**src/rtl/piece_cursor_ctrl.sv**
```systemverilog
// Frame-synchronous cursor/object mover with auto-repeat, selection and screen wrap.
// Optional macro DIAG_MOVE_EN: one horizontal and one vertical step may occur together.
module piece_cursor_ctrl #(
  parameter int N_OBJ        = 3,
  parameter int STEP         = 2,
  parameter int H_MIN        = 144,
  parameter int H_MAX        = 783,
  parameter int V_MIN        = 35,
  parameter int V_MAX        = 515,
  parameter int REPEAT_DELAY = 4,
  parameter int REPEAT_RATE  = 2
) (
  input  logic                 clk,
  input  logic                 rst,
  input  logic                 frame_tick,
  input  logic                 btn_up,
  input  logic                 btn_down,
  input  logic                 btn_left,
  input  logic                 btn_right,
  input  logic                 btn_sel,
  output logic [1:0]           sel_idx,
  output logic [10*N_OBJ-1:0]  xpos_flat,
  output logic [10*N_OBJ-1:0]  ypos_flat,
  output logic                 step_pulse
);

  localparam int               CNT_W    = 8;
  localparam logic [CNT_W-1:0] CNT_ZERO = {CNT_W{1'b0}};
  localparam logic [CNT_W-1:0] CNT_ONE  = {{(CNT_W-1){1'b0}}, 1'b1};
  localparam int               X_GAP    = (H_MAX - H_MIN) / (N_OBJ + 1);
  localparam logic [9:0]       Y_INIT   = 10'((V_MIN + V_MAX) / 2);

  localparam logic [1:0] H_NONE  = 2'b00;
  localparam logic [1:0] H_RIGHT = 2'b01;
  localparam logic [1:0] H_LEFT  = 2'b10;
  localparam logic [1:0] V_NONE  = 2'b00;
  localparam logic [1:0] V_UP    = 2'b01;
  localparam logic [1:0] V_DOWN  = 2'b10;

  typedef enum logic [1:0] {
    IDLE   = 2'd0,
    DELAY  = 2'd1,
    REPEAT = 2'd2
  } state_e;

  state_e           state_q, state_d;
  logic [CNT_W-1:0] cnt_q, cnt_d;
  logic [1:0]       hdir_q, hdir_d;
  logic [1:0]       vdir_q, vdir_d;
  logic [1:0]       sel_q, sel_d;
  logic             sel_prev_q, sel_prev_d;
  logic             step_q, step_d;
  logic [9:0]       x_q [N_OBJ];
  logic [9:0]       x_d [N_OBJ];
  logic [9:0]       y_q [N_OBJ];
  logic [9:0]       y_d [N_OBJ];

  logic [1:0]       hdir_s, vdir_s;
  logic             dir_any_s, dir_chg_s, sel_edge_s;

  function automatic logic [9:0] x_init(input int k);
    return 10'(H_MIN + (k + 1) * X_GAP);
  endfunction

  function automatic logic [9:0] step_x(input logic [9:0] x, input logic [1:0] h);
    logic [10:0] sum;
    logic [9:0]  res;
    sum = {1'b0, x} + 11'(STEP);
    case (h)
      H_RIGHT: res = (sum > 11'(H_MAX)) ? 10'(H_MIN) : sum[9:0];
      H_LEFT:  res = ({1'b0, x} < 11'(H_MIN + STEP)) ? 10'(H_MAX) : (x - 10'(STEP));
      default: res = x;
    endcase
    return res;
  endfunction

  function automatic logic [9:0] step_y(input logic [9:0] y, input logic [1:0] v);
    logic [10:0] sum;
    logic [9:0]  res;
    sum = {1'b0, y} + 11'(STEP);
    case (v)
      V_DOWN:  res = (sum > 11'(V_MAX)) ? 10'(V_MIN) : sum[9:0];
      V_UP:    res = ({1'b0, y} < 11'(V_MIN + STEP)) ? 10'(V_MAX) : (y - 10'(STEP));
      default: res = y;
    endcase
    return res;
  endfunction

  // Button decode into a {horizontal, vertical} direction pair.
  always_comb begin
    hdir_s = H_NONE;
    vdir_s = V_NONE;
`ifdef DIAG_MOVE_EN
    if (btn_right)     hdir_s = H_RIGHT;
    else if (btn_left) hdir_s = H_LEFT;
    else               hdir_s = H_NONE;
    if (btn_up)        vdir_s = V_UP;
    else if (btn_down) vdir_s = V_DOWN;
    else               vdir_s = V_NONE;
`else
    if (btn_right)     hdir_s = H_RIGHT;
    else if (btn_left) hdir_s = H_LEFT;
    else if (btn_up)   vdir_s = V_UP;
    else if (btn_down) vdir_s = V_DOWN;
    else begin
      hdir_s = H_NONE;
      vdir_s = V_NONE;
    end
`endif
  end

  assign dir_any_s  = (hdir_s != H_NONE) || (vdir_s != V_NONE);
  assign dir_chg_s  = (hdir_s != hdir_q) || (vdir_s != vdir_q);
  assign sel_edge_s = btn_sel & ~sel_prev_q;

  // Auto-repeat sequencing; every step moves in the currently pressed direction.
  always_comb begin
    state_d = state_q;
    cnt_d   = cnt_q;
    hdir_d  = hdir_q;
    vdir_d  = vdir_q;
    step_d  = 1'b0;
    if (frame_tick) begin
      case (state_q)
        IDLE: begin
          if (dir_any_s) begin
            step_d  = 1'b1;
            hdir_d  = hdir_s;
            vdir_d  = vdir_s;
            cnt_d   = CNT_ZERO;
            state_d = DELAY;
          end else begin
            state_d = IDLE;
          end
        end
        DELAY: begin
          if (!dir_any_s) begin
            state_d = IDLE;
          end else if (dir_chg_s) begin
            step_d = 1'b1;
            hdir_d = hdir_s;
            vdir_d = vdir_s;
            cnt_d  = CNT_ZERO;
          end else if (cnt_q == CNT_W'(REPEAT_DELAY - 1)) begin
            step_d  = 1'b1;
            cnt_d   = CNT_ZERO;
            state_d = REPEAT;
          end else begin
            cnt_d = cnt_q + CNT_ONE;
          end
        end
        REPEAT: begin
          if (!dir_any_s) begin
            state_d = IDLE;
          end else if (dir_chg_s) begin
            step_d  = 1'b1;
            hdir_d  = hdir_s;
            vdir_d  = vdir_s;
            cnt_d   = CNT_ZERO;
            state_d = DELAY;
          end else if (cnt_q == CNT_W'(REPEAT_RATE - 1)) begin
            step_d = 1'b1;
            cnt_d  = CNT_ZERO;
          end else begin
            cnt_d = cnt_q + CNT_ONE;
          end
        end
        default: begin
          state_d = IDLE;
          cnt_d   = CNT_ZERO;
        end
      endcase
    end else begin
      state_d = state_q;
    end
  end

  // Selection only advances while idle with nothing pressed; other edges are dropped.
  always_comb begin
    sel_d      = sel_q;
    sel_prev_d = btn_sel;
    if (sel_edge_s && (state_q == IDLE) && !dir_any_s) begin
      if (sel_q == 2'(N_OBJ - 1)) sel_d = 2'd0;
      else                        sel_d = sel_q + 2'd1;
    end else begin
      sel_d = sel_q;
    end
  end

  always_comb begin
    for (int k = 0; k < N_OBJ; k++) begin
      if (step_d && (sel_q == 2'(k))) begin
        x_d[k] = step_x(x_q[k], hdir_s);
        y_d[k] = step_y(y_q[k], vdir_s);
      end else begin
        x_d[k] = x_q[k];
        y_d[k] = y_q[k];
      end
    end
  end

  always_ff @(posedge clk) begin
    if (rst) begin
      state_q    <= IDLE;
      cnt_q      <= CNT_ZERO;
      hdir_q     <= H_NONE;
      vdir_q     <= V_NONE;
      sel_q      <= 2'd0;
      sel_prev_q <= 1'b0;
      step_q     <= 1'b0;
      for (int k = 0; k < N_OBJ; k++) begin
        x_q[k] <= x_init(k);
        y_q[k] <= Y_INIT;
      end
    end else begin
      state_q    <= state_d;
      cnt_q      <= cnt_d;
      hdir_q     <= hdir_d;
      vdir_q     <= vdir_d;
      sel_q      <= sel_d;
      sel_prev_q <= sel_prev_d;
      step_q     <= step_d;
      for (int k = 0; k < N_OBJ; k++) begin
        x_q[k] <= x_d[k];
        y_q[k] <= y_d[k];
      end
    end
  end

  for (genvar g = 0; g < N_OBJ; g++) begin : g_pack
    assign xpos_flat[10*g +: 10] = x_q[g];
    assign ypos_flat[10*g +: 10] = y_q[g];
  end

  assign sel_idx    = sel_q;
  assign step_pulse = step_q;

endmodule

```
**config.mk**
```make
export PLATFORM = sky130hd
export DESIGN_NAME = piece_cursor_ctrl
export DESIGN_NICKNAME = d
export VERILOG_FILES = /design/src/rtl/piece_cursor_ctrl.sv
export SDC_FILE = /design/constraint.sdc
export NUM_CORES = 1
export LEC_CHECK = 0
export BUFFER_PORTS_ARGS = -buffer_cell sky130_fd_sc_hd__buf_2
export CORE_MARGIN = 3
export CORE_UTILIZATION = 50
export DETAILED_ROUTE_END_ITERATION = 12
export GPL_TIMING_DRIVEN = 0
export PLACE_DENSITY = 0.74
export SYNTH_ARGS = -nofsm -noshare
export SYNTH_HDL_FRONTEND = slang
export SYNTH_SLANG_ARGS = --single-unit
```
**constraint.sdc**
```tcl
create_clock -name clk -period 4.09 [get_ports clk]
set_input_delay 0.6135 -clock clk [delete_from_list [all_inputs] [get_ports clk]]
set_output_delay 0.6135 -clock clk [all_outputs]
set_load 0.03 [all_outputs]
```
# Word-level counts from Yosys, hierarchy flattened
# Memory sizes are Yosys's and may differ from the RTL's.
# Index checks and enable logic that the tools add are counted.
# totals
input_bits	8
output_inout_bits	63
ff_bits	18
mem_count	2
word_cells	152
ramBits	60
# memory_table
name	words	word_bits	read_ports	rd_ports_with_merged_regs	write_ports	line_no	rtl
x_q	3	10	3	0	3	53	logic [9:0] x_q [N_OBJ];
y_q	3	10	3	0	3	55	logic [9:0] y_q [N_OBJ];
# op_classes
n_mux	72
n_reduce_logical	17
n_eq_ne	20
add_sub_neg	14
order_cmp	12
n_bitwise	8
# ops
op	n
10-bit 2-to-1 mux	24
10-bit case mux with 2 select lines	6
10-bit by 2-bit adder with 11-bit output, second input constant	6
11-bit by 10-bit > comparator with 1-bit output, second input constant	6
10-bit by 2-bit subtractor with 10-bit output, second input constant	6
8-bit 2-to-1 mux	7
2-bit 2-to-1 mux	18
10-bit by 6-bit less-than comparator with 1-bit output, second input constant	3
10-bit by 8-bit less-than comparator with 1-bit output, second input constant	3
8-bit case mux with 3 select lines	1
1-bit 2-to-1 mux	12
3-bit != test, second input constant	3
8-bit by 1-bit adder with 8-bit output, second input constant	1
2-bit by 1-bit == test with 1-bit output, second input constant	4
2-bit == test, second input constant	4
8-bit by 1-bit == test with 1-bit output, second input constant	1
8-bit by 2-bit == test with 1-bit output, second input constant	1
2-bit case mux with 2 select lines	2
4-bit AND reduction	2
2-bit != test, second input constant	3
1-bit OR	6
2-bit case mux with 3 select lines	1
2-bit nonzero test	3
1-bit logical AND	5
11 further kinds	15

# Logic depth before layout (Yosys ltp)
# logic_depth
word_depth	13
mapped_depth	11
ltp_nobuf	9

# Least setup slack after synthesis
# Ideal clock, no wire load.
# synth_path
path_kind	flip-flop to flip-flop
from	memory y_q[2][1], in the netlist y_q[0][21]
to	memory y_q[2][8], in the netlist y_q[0][28]
t_required_ps	4008
setup_ps	82
stages_incl_launch_ff	10
t_arrival_ps	2638
period_less_slack_ps	2720
path_buffers	0
path_slack_ps	1370
path_cell_list	dfxtp_1 -> inv_1 -> ha_1 -> a31oi_1 -> nand2_1 -> a2111oi_2 -> a21oi_1 -> or2_2 -> or4_1 -> o2111ai_1
# synth_rtl
element	line_no
from (decl)	55

==> flow_metrics.tcl <==
set metrics [dict create \
    status "finished, final reports clean" \
    grt_start_max_net_pins 14 \
    path_buf_inv 2 \
    floorplan.die_area_um2 14620 \
    antennaDiodeCount 0 \
    fmax_mhz 315.3 \
    path_cells "clkbuf_1, inv_1, ha_1, nand2b_1, a32o_1, a211oi_1, nor3_1, o311ai_0, a21oi_1, o21ai_0" \
    postSynthAreaPerCell_um2 7.327 \
    rr_startpoint "x_q[0][11]" \
    hold_path.class "register to register" \
    start_util_pct 51.68 \
    dieWidth_um 120.9 \
    track_usage_pct 26.59 \
    rsz0062_at_grt "no" \
    hold_path_startpoint "cnt_q[1]" \
    syn-instance-count 901 \
    worstSkewPairLatency_ns 0.35 \
    cts.sinks 78 \
    end_kind "register" \
    worstPathRequired_ns 4.36 \
    synthFlopType "dfxtp_1" \
    die_h_um 120.9 \
    row_count 41 \
    drv_cap 0 \
    path_clk_slew_ns 0.06 \
    clk_path_buf_depth 2 \
    antenna_found_initial 1 \
    synthDistinctLibCells 80 \
    wl_per_cell_um 17.09 \
    slew_headroom_pct 43.11 \
    drc 0 \
    worstMarginPinSlew_ns 0.8427 \
    viasPerCell 6.387 \
    ioPinCount 71 \
    path_delay_family "compound AO/OA/AOI/OAI gates" \
    synth-edff-count 0 \
    final_cell_mix "86 x nand2_1, 79 x buf_2, 78 x dfxtp_1" \
    dp_hpwl_um 14220 \
    drive_gt1_share_pct 12.17 \
    cp_slowest_cell "o311ai_0" \
    vdd_ir_drop_max_uv 202.5 \
    slew_viol_final 0 \
    area_growth_pct 12.96 \
    timing.setup.tns_ns 0 \
    r2r_slack_ns 0.92 \
    finalHoldViolCount 0 \
    cts_resized 0 \
    synth-warning-count 0 \
    cp_max_fo 10 \
    fin_cells 1158 \
    pwr_density_cell_nw_per_um2 267.3 \
    cts_hold_buf 0 \
    numPortBuffers 70 \
    fillCellCount 1254 \
    clock_skew_ns 0.009211 \
    cts_root_buffer "clkbuf_16" \
    core_um2 12770 \
    critical_path.startpoint "x_q[0][11]" \
    netlist_area_um2 6601 \
    synth_seq_area_share_pct 23.65 \
    dpl.cell_count 1143 \
    num_vias 7396 \
    finalWirelength_um 19800 \
    ys_ff_latch 78 \
    postCtsSetupBuffers 0 \
    cts.htree.levels 3 \
    globalplace.congestion 0.9596 \
    setup_viol 0 \
    grt_pass1_vias 6486 \
    drt_iter0_drc 1000 \
    firstDrtPassIters 6 \
    fin_util_pct 58.38 \
    ant_nets 0 \
    async_reset_ff_share_pct 0 \
    crit_type "register to register" \
    syn_nets 937 \
    final_common_cell "nand2_1" \
    cts_buffers 9 \
    post-route-min-period_ns 3.172 \
    seqCellArea_um2 1562 \
    grt_pass1_wl_um 32000 \
    cts_tree "done" \
    fin_crit_sh_pct 77.55 \
    grt_overflow_total 0 \
    critPathLaunchType "register" \
    nets 1018 \
    multi_input_area_um2 4619 \
    arrival_ns 3.44 \
    critical_path.max_stage_delay_ns 0.74 \
    p_leak_nw 2.791 \
]
through the flow:
stage / total power, mW / hold slack, ns / instance area, um2 / worst slack, ns
2_1_floorplan: 1.092 / 0.4619 / 6601 / 1.370
3_3_place_gp: 1.192 / 0.4777 / 7167 / 0.7288
3_5_place_dp: 1.195 / 0.4880 / 7167 / 0.7031
4_1_cts: 1.996 / 0.4972 / 7457 / 1.001
5_1_grt: 2.074 / 0.5274 / 7457 / 0.6575
6_report: 1.993 / 0.4979 / 7457 / 0.9182
routing by layer:
metal	vias to the layer above	track usage [%]	wire length (um)
met1	3437	36.17	8671
met4	2	10.69	488
met3	49	3.590	1588
met5	-	0	7
met2	361	42.55	9041
li1	3547	-	-
layout make-up:
| class | count | share of cell area, % |
|---|---|---|
| well taps | 172 | 2.886 |
| clock buffers | 10 | 3.070 |
| multi-input cells | 718 | 61.95 |
| clock inverters | 5 | 0.8221 |
| plain buffers | 72 | 3.977 |
| inverters | 33 | 1.661 |
| repair buffers | 70 | 4.698 |
| flip-flops and latches | 78 | 20.94 |
kinds of logic after synthesis:
group           share of synthesized area [%]
fa+ha+maj                               5.307
compound gates                          31.61
flops                                   23.65
mux                                     2.180
simple gates                            26.36
xor+xnor                                4.511
buf+inv                                 6.368
worst reg2reg max path, delay by kind of cell, from the launching register on:
| kind | cells | cell delay (ns) |
|---|---|---|
| flops | 1 | 0.43 |
| buf+inv | 2 | 0.51 |
| compound gates | 5 | 1.61 |
| simple gates | 2 | 0.19 |
| fa+ha+maj | 1 | 0.35 |
registers in the layout, indices dropped and copies added (netlist names):
name / flops
sel_idx: 2
x_q: 30
state_q: 2
sel_prev_q: 1
step_pulse: 1
vdir_q: 2
hdir_q: 2
cnt_q: 8
y_q: 30
where the power goes:
group	switching (mW)	internal [mW]
logic	0.258	0.124
registers	0.0243	0.780
clock network	0.337	0.470
total	0.619	1.37
synthesized netlist by cell type, types with 4 or more instances:
library cell / number / share of area, %
a31oi_1: 13 / 1.2
a21o_1: 6 / 0.68
nor2_1: 73 / 4.2
and2_1: 13 / 1.2
o311ai_0: 4 / 0.53
nor3_1: 35 / 2.7
a211o_1: 7 / 0.93
a22oi_1: 5 / 0.57
nand2_1: 86 / 4.9
nand4_1: 9 / 0.85
a311oi_1: 8 / 1.1
nor2b_1: 10 / 0.95
xnor2_1: 21 / 2.8
o21ai_0: 65 / 4.9
dfxtp_1: 78 / 24
nand2b_1: 7 / 0.66
o31ai_1: 12 / 1.4
nor4_1: 4 / 0.38
a22o_1: 5 / 0.66
o22ai_1: 10 / 0.95
mux2i_1: 11 / 1.7
a32o_1: 4 / 0.61
a221o_1: 13 / 2.0
or3_1: 14 / 1.3
o211ai_1: 6 / 0.68
and4_1: 6 / 0.80
a31o_2: 6 / 0.80
a211oi_1: 14 / 1.6
a2111oi_0: 5 / 0.66
o41ai_1: 5 / 0.66
o2111ai_1: 4 / 0.53
buf_1: 4 / 0.23
nand3b_1: 4 / 0.45
xor2_1: 13 / 1.7
inv_1: 32 / 1.8
or4_1: 7 / 0.80
o32ai_1: 7 / 0.93
nand3_1: 40 / 3.0
clkbuf_1: 57 / 3.2
a21oi_1: 63 / 4.8
buf_2: 9 / 0.68
and3_1: 17 / 1.6
a41oi_1: 4 / 0.53
ha_1: 28 / 5.3
path summary, 6_finish.rpt:
kind	end	cells past startpoint
worst min register to register	cnt_q[1]	2
worst min-delay path	cnt_q[1]	2
worst max register to register	x_q[0][11]	10
worst max-delay path	x_q[0][11]	10
Power figures use the tool's default switching activity.
